[src/rtl/pe_pipe_if.sv]
// pe_pipe_if: operand/result handshake bundle for one pe_pipe lane.
//   master : upstream/writeback side (drives operands and out_ready)
//   slave  : the processing element
// Signals: in_valid/in_ready + a, b, op (operand transfer);
//          out_valid/out_ready + c, ovf (result transfer).
interface pe_pipe_if #(
  parameter int DATA_WIDTH = 32,
  parameter int OP_W       = 3
);
  logic                  in_valid;
  logic                  in_ready;
  logic [DATA_WIDTH-1:0] a;
  logic [DATA_WIDTH-1:0] b;
  logic [OP_W-1:0]       op;
  logic                  out_valid;
  logic                  out_ready;
  logic [DATA_WIDTH-1:0] c;
  logic                  ovf;

  modport master (
    output in_valid, a, b, op, out_ready,
    input  in_ready, out_valid, c, ovf
  );

  modport slave (
    input  in_valid, a, b, op, out_ready,
    output in_ready, out_valid, c, ovf
  );
endinterface

[src/rtl/pe_pipe.sv]
// pe_pipe: two-stage pipelined SIMD lane ALU with per-lane accumulator.
//   clk   : clock, rising edge
//   rst_n : synchronous active-low reset (drops in-flight ops, clears acc)
//   bus   : pe_pipe_if.slave -- operands a/b/op in, result c/ovf out,
//           valid/ready on both sides
// Ops: PASS ADD SUB MUL MAC MIN MAX CLR. S1 registers operands and the full
// signed product; S2 forms the full-precision result, narrows it and
// updates the accumulator (MAC/CLR only).
// Build option: define PE_SAT_EN to clamp overflowing ADD/SUB/MUL/MAC
// results; otherwise they wrap. ovf is the same in both builds.
module pe_pipe #(
  parameter int DATA_WIDTH = 32,
  parameter int OP_W       = 3
) (
  input  logic        clk,
  input  logic        rst_n,
  pe_pipe_if.slave    bus
);

  localparam int DW     = DATA_WIDTH;
  localparam int PW     = 2 * DW;      // full product width
  localparam int FW     = 2 * DW + 1;  // full-precision result width
  localparam int STAGES = 2;

  localparam logic [OP_W-1:0] OP_PASS = OP_W'(0);
  localparam logic [OP_W-1:0] OP_ADD  = OP_W'(1);
  localparam logic [OP_W-1:0] OP_SUB  = OP_W'(2);
  localparam logic [OP_W-1:0] OP_MUL  = OP_W'(3);
  localparam logic [OP_W-1:0] OP_MAC  = OP_W'(4);
  localparam logic [OP_W-1:0] OP_MIN  = OP_W'(5);
  localparam logic [OP_W-1:0] OP_MAX  = OP_W'(6);
  localparam logic [OP_W-1:0] OP_CLR  = OP_W'(7);

`ifdef PE_SAT_EN
  localparam logic [DW-1:0] SAT_MAX = {1'b0, {(DW-1){1'b1}}};
  localparam logic [DW-1:0] SAT_MIN = {1'b1, {(DW-1){1'b0}}};
`endif

  typedef struct packed {
    logic [OP_W-1:0] op;
    logic [DW-1:0]   a;
    logic [DW-1:0]   b;
    logic [PW-1:0]   prod;
  } s1_t;

  // vld_pipe[1] = S1 occupied, vld_pipe[2] = S2 occupied
  logic [STAGES:1] vld_pipe;
  logic            s1_adv;
  logic            in_xfer;

  s1_t             s1_q;
  s1_t             s1_d;
  logic [DW-1:0]   acc_q;
  logic [DW-1:0]   c_q;
  logic            ovf_q;

  // ---------------- handshake ----------------
  // S1 may move into S2 when S2 is empty or is being drained this cycle;
  // this is the only out_ready -> in_ready combinational path.
  assign s1_adv        = vld_pipe[1] && (!vld_pipe[2] || bus.out_ready);
  assign bus.in_ready  = !vld_pipe[1] || s1_adv;
  assign in_xfer       = bus.in_valid && bus.in_ready;
  assign bus.out_valid = vld_pipe[2];
  assign bus.c         = c_q;
  assign bus.ovf       = ovf_q;

  // ---------------- stage 1 ----------------
  logic signed [PW-1:0] a_x;
  logic signed [PW-1:0] b_x;

  assign a_x = PW'($signed(bus.a));
  assign b_x = PW'($signed(bus.b));

  always_comb begin
    s1_d      = '0;
    s1_d.op   = bus.op;
    s1_d.a    = bus.a;
    s1_d.b    = bus.b;
    s1_d.prod = a_x * b_x;   // low PW bits of sign-extended operands = exact product
  end

  // ---------------- stage 2 ----------------
  logic signed [FW-1:0] a_f;
  logic signed [FW-1:0] b_f;
  logic signed [FW-1:0] p_f;
  logic signed [FW-1:0] acc_f;
  logic signed [FW-1:0] full;
  logic                 can_ovf;
  logic [DW+1:0]        hi;
  logic                 rng_ovf;
  logic [DW-1:0]        res;
  logic                 ovf_d;

  assign a_f   = FW'($signed(s1_q.a));
  assign b_f   = FW'($signed(s1_q.b));
  assign p_f   = FW'($signed(s1_q.prod));
  assign acc_f = FW'($signed(acc_q));

  // Every op is evaluated at FW bits; ADD/SUB only need DW+1 but the wider
  // sum is numerically identical and keeps a single range check.
  always_comb begin
    full    = '0;
    can_ovf = 1'b0;
    case (s1_q.op)
      OP_PASS: full = b_f;
      OP_ADD:  begin full = a_f + b_f;   can_ovf = 1'b1; end
      OP_SUB:  begin full = a_f - b_f;   can_ovf = 1'b1; end
      OP_MUL:  begin full = p_f;         can_ovf = 1'b1; end
      OP_MAC:  begin full = acc_f + p_f; can_ovf = 1'b1; end
      OP_MIN:  full = (a_f < b_f) ? a_f : b_f;
      OP_MAX:  full = (a_f > b_f) ? a_f : b_f;
      default: full = '0;              // CLR
    endcase
  end

  // In range iff every bit from the sign bit of the narrow result upward
  // agrees with it.
  assign hi      = full[FW-1:DW-1];
  assign rng_ovf = !((&hi) || !(|hi));
  assign ovf_d   = can_ovf && rng_ovf;

`ifdef PE_SAT_EN
  assign res = ovf_d ? (full[FW-1] ? SAT_MIN : SAT_MAX) : full[DW-1:0];
`else
  assign res = full[DW-1:0];
`endif

  // ---------------- state ----------------
  always_ff @(posedge clk) begin
    if (!rst_n) begin
      vld_pipe <= '0;
      s1_q     <= '0;
      acc_q    <= '0;
      c_q      <= '0;
      ovf_q    <= 1'b0;
    end else begin
      if (in_xfer)     vld_pipe[1] <= 1'b1;
      else if (s1_adv) vld_pipe[1] <= 1'b0;

      if (s1_adv)             vld_pipe[2] <= 1'b1;
      else if (bus.out_ready) vld_pipe[2] <= 1'b0;

      if (in_xfer) s1_q <= s1_d;

      // S2 (and acc) only move when S1 advances, so a stall freezes c/ovf/acc
      if (s1_adv) begin
        c_q   <= res;
        ovf_q <= ovf_d;
        if (s1_q.op == OP_MAC || s1_q.op == OP_CLR) acc_q <= res;
      end
    end
  end

endmodule
[src/flat_wrapper.sv]
// flat-port wrapper written by rule: the top's interface ports become plain ports
module pe_pipe_flat 
#(
  parameter int DATA_WIDTH = 32,
  parameter int OP_W       = 3
)
  (clk, rst_n, bus_in_valid, bus_a, bus_b, bus_op, bus_out_ready, bus_in_ready, bus_out_valid, bus_c, bus_ovf);
  pe_pipe_if #(.DATA_WIDTH(DATA_WIDTH), .OP_W(OP_W)) bus_i ();
  input  logic clk;
  input  logic rst_n;
  input wire logic [$bits(bus_i.in_valid)-1:0] bus_in_valid;
  input wire logic [$bits(bus_i.a)-1:0] bus_a;
  input wire logic [$bits(bus_i.b)-1:0] bus_b;
  input wire logic [$bits(bus_i.op)-1:0] bus_op;
  input wire logic [$bits(bus_i.out_ready)-1:0] bus_out_ready;
  output wire logic [$bits(bus_i.in_ready)-1:0] bus_in_ready;
  output wire logic [$bits(bus_i.out_valid)-1:0] bus_out_valid;
  output wire logic [$bits(bus_i.c)-1:0] bus_c;
  output wire logic [$bits(bus_i.ovf)-1:0] bus_ovf;
  assign bus_i.in_valid = bus_in_valid;
  assign bus_i.a = bus_a;
  assign bus_i.b = bus_b;
  assign bus_i.op = bus_op;
  assign bus_i.out_ready = bus_out_ready;
  assign bus_in_ready = bus_i.in_ready;
  assign bus_out_valid = bus_i.out_valid;
  assign bus_c = bus_i.c;
  assign bus_ovf = bus_i.ovf;
  pe_pipe #(.DATA_WIDTH(DATA_WIDTH), .OP_W(OP_W)) u_core (.clk(clk), .rst_n(rst_n), .bus(bus_i));
endmodule
[config.mk]
export PLATFORM = sky130hd
export DESIGN_NAME = pe_pipe_flat
export DESIGN_NICKNAME = d
export VERILOG_FILES = /design/src/rtl/pe_pipe_if.sv /design/src/rtl/pe_pipe.sv /design/src/flat_wrapper.sv
export SDC_FILE = /design/constraint.sdc
export NUM_CORES = 2
export LEC_CHECK = 0
export BUFFER_PORTS_ARGS = -buffer_cell sky130_fd_sc_hd__buf_2
export CORE_MARGIN = 5
export CORE_UTILIZATION = 25
export CTS_CLUSTER_DIAMETER = 50
export DETAILED_ROUTE_END_ITERATION = 7
export HOLD_SLACK_MARGIN = 0.15
export PLACE_DENSITY = 0.39
export SLEW_MARGIN = 20
export SYNTH_ARGS = -nofsm -noshare
export SYNTH_HDL_FRONTEND = slang
export SYNTH_SLANG_ARGS = --single-unit
[constraint.sdc]
create_clock -name clk -period 13.3 [get_ports clk]
set_input_delay 2.66 -clock clk [delete_from_list [all_inputs] [get_ports clk]]
set_output_delay 2.66 -clock clk [all_outputs]
set_load 0.01 [all_outputs]
After elaboration in Yosys (flattened, before gate mapping)
Cells that the tools add are included.
{"block": "op_classes", "addsub": 3, "multipliers": 1, "order_cmp": 2, "eq_ne": 7, "n_mux": 8, "n_reduce_logical": 18}
{"operator": "$pmux W65 S7", "count": 1}
{"operator": "$mux W65", "count": 2}
{"operator": "$add A32 B64 Y65", "count": 1}
{"operator": "$mul A32 B32 Y64", "count": 1}
{"operator": "$reduce_and A34 Y1", "count": 1}
{"operator": "$reduce_or A34 Y1", "count": 1}
{"operator": "$add A32 B32 Y33", "count": 1}
{"operator": "$sub A32 B32 Y33", "count": 1}
{"operator": "$gt A32 B32 Y1", "count": 1}
{"operator": "$lt A32 B32 Y1", "count": 1}
{"operator": "$eq A3 B3 Y1 const B", "count": 4}
{"operator": "$eq A3 B2 Y1 const B", "count": 2}
{"operator": "$mux W1", "count": 5}
{"operator": "$logic_not A1 Y1", "count": 4}
{"operator": "$logic_or A1 B1 Y1", "count": 4}
{"operator": "$reduce_bool A2 Y1", "count": 2}
{"operator": "$reduce_or A4 Y1", "count": 1}
{"operator": "$eq A3 B1 Y1 const B", "count": 1}
{"operator": "$logic_and A1 B1 Y1", "count": 3}
{"operator": "$logic_not A3 Y1", "count": 1}
{"operator": "$reduce_and A2 Y1", "count": 1}
{"block": "totals", "ff_bits": 198}

Longest topological paths before layout
{"block": "depth", "depth_word": 8, "depth_mapped": 31, "ltp_nobuf": 30}

Worst setup path before layout
No wires, ideal clock.
{"block": "synth_timing", "path_type": "input-to-reg", "from": "in bus_a[31]", "to": "reg u_core.s1_q (netlist bit u_core.p_f[63])", "setup_time_ns": 0.121, "arrival_time_ns": 10.048, "t_required_ns": 13.179, "setup_slack_ns": 3.131, "cell_stages": 26, "path_buffers": 1, "cell_sequence": "clkbuf_1 nand2_1 inv_1 fa_1 inv_1 fa_1 inv_1 fa_1 fa_1 inv_1 fa_1 inv_1 fa_1 fa_1 fa_1 ha_1 a21o_1 a21o_1 a21oi_1 o21ai_0 a211oi_1 o21ai_1 a311o_1 a21oi_1 xnor2_1 o21ai_1"}
{"block": "synth_via", "elab_chain_len": 1}
{"item": "from (decl)", "line_no": "flat_wrapper.sv:12", "source": "input wire logic [$bits(bus_i.a)-1:0] bus_a;"}
{"item": "$mul A32 B32 Y64", "line_no": "pe_pipe.sv:79", "source": "s1_d.prod = a_x * b_x;"}
{"item": "to (signal assigned)", "line_no": "pe_pipe.sv:132", "source": "s1_q <= '0;"}
{"item": "to (signal assigned)", "line_no": "pe_pipe.sv:143", "source": "if (in_xfer) s1_q <= s1_d;"}
{"item": "to (decl)", "line_no": "pe_pipe.sv:51", "source": "s1_t s1_q;"}
Every way passes these cells.
A chain may end at the register's enable or synchronous reset.

Final worst setup path
{"block": "layout_timing", "from": "in bus_b[3]", "to": "reg u_core.s1_q (netlist bit u_core.p_f[60])"}
{"block": "layout_via", "elab_chain_len": 1}
{"item": "from (decl)", "line_no": "flat_wrapper.sv:13", "source": "input wire logic [$bits(bus_i.b)-1:0] bus_b;"}
{"item": "$mul A32 B32 Y64", "line_no": "pe_pipe.sv:79"}
Every way passes these cells.

==> flow_metrics.py <==
metrics = {
    "worst_hold_path": {
        "worst_hold_path_type": "flop to flop",
        "hold_depth": 2,
        "hold_endpoint": "u_core.p_f[46]",
        "hold_path_startpoint": "u_core.p_f[46]",
    },
    "critical_path": {
        "endpoint_kind": "flop",
        "worstPathArrival_ns": 11.51,
        "worstPathRequired_ns": 13.67,
        "reg2reg_depth": 15,
        "kind_of_start_point_of_the_critical_path": "input pin",
        "crit-reg2reg-launch": "u_core.b_f[6]",
        "timing.setup.critical_path_class": "input pin to flop",
        "reg2reg_to": "u_core.bus.c[20]",
        "ff2ff_setup_slack_ns": 6.59,
        "critical_path.max_fanout": 33,
    },
    "logic_synthesis": {
        "number_of_library_cell_types_mapped_by_synthesis": 86,
        "seq_area_frac_synth_pct": 7.578,
        "synthesis.yosys.warnings": 0,
        "netlist_instances": 6101,
        "ys_seq_elements": 198,
        "postSynth.asyncResetShare_pct": 0,
        "synth_top_flop_cell": "sky130_fd_sc_hd__dfxtp_1",
        "synth_edf_count": 0,
        "mappedNetlistArea_um2": 52310,
        "post_synth.cell_area_avg_um2": 8.574,
        "syn_nets": 7569,
    },
    "sta": {
        "rsz0062_at_grt": "no",
        "maxSlewViolCount": 0,
        "finalSetupTns_ns": 0,
        "report.final.setup_viol": 0,
        "final_hold_viols": 0,
        "worst_slew_pin_slew_ns": 1.146,
        "relative_slew_margins_pct": 23.42,
        "max_freq_ghz": 0.08983,
        "finalWorstPathRequiredPeriod_ns": 11.13,
        "min_period_over_period_pct": 83.70,
        "finalClockSkew_ns": 0.01507,
    },
    "routing": {
        "drtPass1Iterations": 6,
        "routed_wirelength_mm": 188.9,
        "vias": 41508,
        "routed_via_density": 4.743,
        "detailed_route_drc_error_count": 0,
        "drtIter0Drc": 2649,
        "post_drt_wl_per_cell_um": 21.58,
        "residual_antenna_violating_net_count_after_detailed_routing": 0,
    },
    "placed_design": {
        "gp_congestion": 0.8429,
        "numPlacedInstances": 8710,
        "detailedPlacementHpwl_mm": 152.2,
        "placement.io_buffers": 105,
    },
    "cells_and_area": {
        "final_layout_size_suffix_gt1_share_pct": 4.160,
        "layout_common_cells": "sky130_fd_sc_hd__fa_1 (1,085), sky130_fd_sc_hd__inv_1 (1,040), sky130_fd_sc_hd__nand2_1 (849)",
        "signed_area_change_from_the_synthesized_netlist_to_the_final_layout_pct": 7.269,
        "commonest_non_fill_non_tap_cell_in_the_layout": "sky130_fd_sc_hd__fa_1",
        "number_of_fill_cells_in_the_layout": 22875,
        "final_nets": 7392,
        "fin_cells": 8752,
    },
    "global_route": {
        "globalRouteOverflowTotal": 0,
        "grt_resource_usage_total_pct": 17.48,
        "grt_first_pass_wirelength_mm": 292.2,
        "number_of_antenna_violations_at_the_first_check_in_global_routing": 30,
        "grt_pass1_vias": 45459,
        "grt_max_degree": 79,
    },
    "die": {
        "die_width_um": 467.4,
        "pin_count": 106,
        "core_area_um2": 208900,
        "die-area_um2": 218500,
        "core.rowCount": 168,
        "start_util_pct": 25.04,
        "die-height_um": 467.4,
    },
    "cts": {
        "cts.root.buffer_cell": "sky130_fd_sc_hd__clkbuf_16",
        "cts_hold_buffers": 0,
        "post_cts.repair.setup_buffers": 0,
        "clockBufferDepth": 2,
        "cts-htree-levels": 4,
        "cts_tree": "done",
        "post_cts_resized": 0,
        "clkLatencyLatePin_ns": 0.51,
        "cts.reportedPaths.clkPinSlew_ns": 0.08,
        "cts_num_sinks": 198,
        "clock_buffers_created_by_tritoncts": 17,
    },
    "run": {
        "number_of_maximum_capacitance_violations": 0,
    },
    "status": {
        "outcome": "completed",
    },
}
==> registers in the layout, indices dropped and copies added, names as in the netlist <==
| register | flops |
|---|---|
| u_core.b_f | 32 |
| u_core.bus.ovf | 1 |
| u_core.p_f | 64 |
| u_core.bus.c | 32 |
| u_core.vld_pipe | 2 |
| u_core.s1_q | 3 |
| u_core.acc_q | 32 |
| u_core.a_f | 32 |
==> kinds of logic after synthesis <==
family	synth area share [%]
AOI/OAI and AO/OA	12.51
xor gates and xnor gates	2.059
adders and majority gates	48.99
buffers and inverters	10.10
DFF	7.578
muxes	1.366
and+or+nand+nor	17.40
==> worst max path at each step <==
| stage | from | endpoint | depth (start not counted) |
|---|---|---|---|
| 2_1_floorplan | bus_a[31] | u_core.p_f[63] | 26 |
| 3_3_place_gp | bus_b[3] | u_core.p_f[60] | 24 |
| 3_5_place_dp | bus_b[3] | u_core.p_f[60] | 24 |
| 4_1_cts | bus_b[3] | u_core.p_f[60] | 24 |
| 5_1_grt | bus_b[3] | u_core.p_f[60] | 24 |
| 6_report | bus_b[3] | u_core.p_f[60] | 24 |
==> cell usage after synthesis (all sizes together) (9+ instances only) <==
master | number | area share [%]
nor2 | 239 | 1.7
clkbuf | 345 | 2.5
or2 | 10 | 0.12
and3 | 21 | 0.25
o221a | 10 | 0.22
nand2b | 34 | 0.41
o211a | 9 | 0.17
a31oi | 29 | 0.35
inv | 1041 | 7.5
nor3 | 44 | 0.42
o21ai | 173 | 1.7
a221o | 20 | 0.38
a21boi | 14 | 0.20
a21oi | 355 | 3.4
o22ai | 16 | 0.19
a221oi | 18 | 0.30
o221ai | 30 | 0.50
a222oi | 9 | 0.17
o21bai | 30 | 0.44
nand2 | 850 | 6.1
nand3 | 52 | 0.50
o211ai | 20 | 0.29
nor4 | 11 | 0.14
fa | 1085 | 42
or3 | 12 | 0.14
o31ai | 17 | 0.25
dfxtp | 198 | 7.6
a21o | 71 | 1.0
a211oi | 61 | 0.89
nand4 | 37 | 0.44
o21a | 28 | 0.40
xnor2 | 88 | 1.5
a22oi | 24 | 0.34
mux2i | 68 | 1.3
buf | 17 | 0.15
and2 | 533 | 6.4
xor2 | 35 | 0.59
a211o | 14 | 0.23
nor2b | 28 | 0.33
ha | 312 | 7.5
==> layer usage <==
metal,wire length [µm],track usage (%),vias up,part of all wire (%)
li1,-,-,18812,-
met1,86110,23.75,21716,46
met2,93450,30.90,863,49
met3,7166,1.732,115,3.8
met4,2112,2.190,2,1.1
met5,13,0,-,0.0069
==> worst max-delay path, cell delays in order <==
cell and delay (ns):
sky130_fd_sc_hd__buf_2 0.62, sky130_fd_sc_hd__and2_1 0.29, sky130_fd_sc_hd__fa_1 0.49, sky130_fd_sc_hd__fa_1 0.50, sky130_fd_sc_hd__fa_1 0.76, sky130_fd_sc_hd__fa_1 1.04, sky130_fd_sc_hd__inv_1 0.39, sky130_fd_sc_hd__fa_1 0.58
sky130_fd_sc_hd__inv_1 0.06, sky130_fd_sc_hd__fa_1 0.54, sky130_fd_sc_hd__fa_1 0.44, sky130_fd_sc_hd__fa_1 0.47, sky130_fd_sc_hd__ha_1 0.35, sky130_fd_sc_hd__and3_1 0.31, sky130_fd_sc_hd__nand4_1 0.29, sky130_fd_sc_hd__a211oi_1 0.43
sky130_fd_sc_hd__a211oi_1 0.09, sky130_fd_sc_hd__o21ai_0 0.14, sky130_fd_sc_hd__a21o_1 0.19, sky130_fd_sc_hd__a21o_1 0.18, sky130_fd_sc_hd__a31oi_1 0.13, sky130_fd_sc_hd__o21ai_0 0.23, sky130_fd_sc_hd__xnor2_1 0.15, sky130_fd_sc_hd__o21ai_0 0.09
==> final cells by class <==
class,instances,area (µm²),share of cell area (%)
Antenna cell,10,25.02,0.04460
Clock buffer,20,456.7,0.8139
Clock inverter,12,125.1,0.2230
Inverter,1042,3914,6.975
Multi-Input combinational cell,4499,43130,76.87
Sequential cell,198,3964,7.064
Tap cell,2805,3510,6.255
Timing Repair Buffer,166,983.4,1.753
==> metrics by stage <==
stage | utilization, % | hold WS, ns | setup WS [ns] | area [µm²]
2_1_floorplan | - | 0.4446 | 3.131 | 52310
3_3_place_gp | 26.56 | 0.4662 | 1.546 | 55500
3_5_place_dp | 26.56 | 0.4693 | 1.591 | 55500
4_1_cts | 26.84 | 0.4804 | 2.132 | 56090
5_1_grt | 26.85 | 0.5115 | 1.709 | 56090
6_report | 26.86 | 0.4790 | 2.167 | 56110
Power is not shown: default switching activity piles up to over one toggle a cycle in this logic, so the estimate is an artifact.
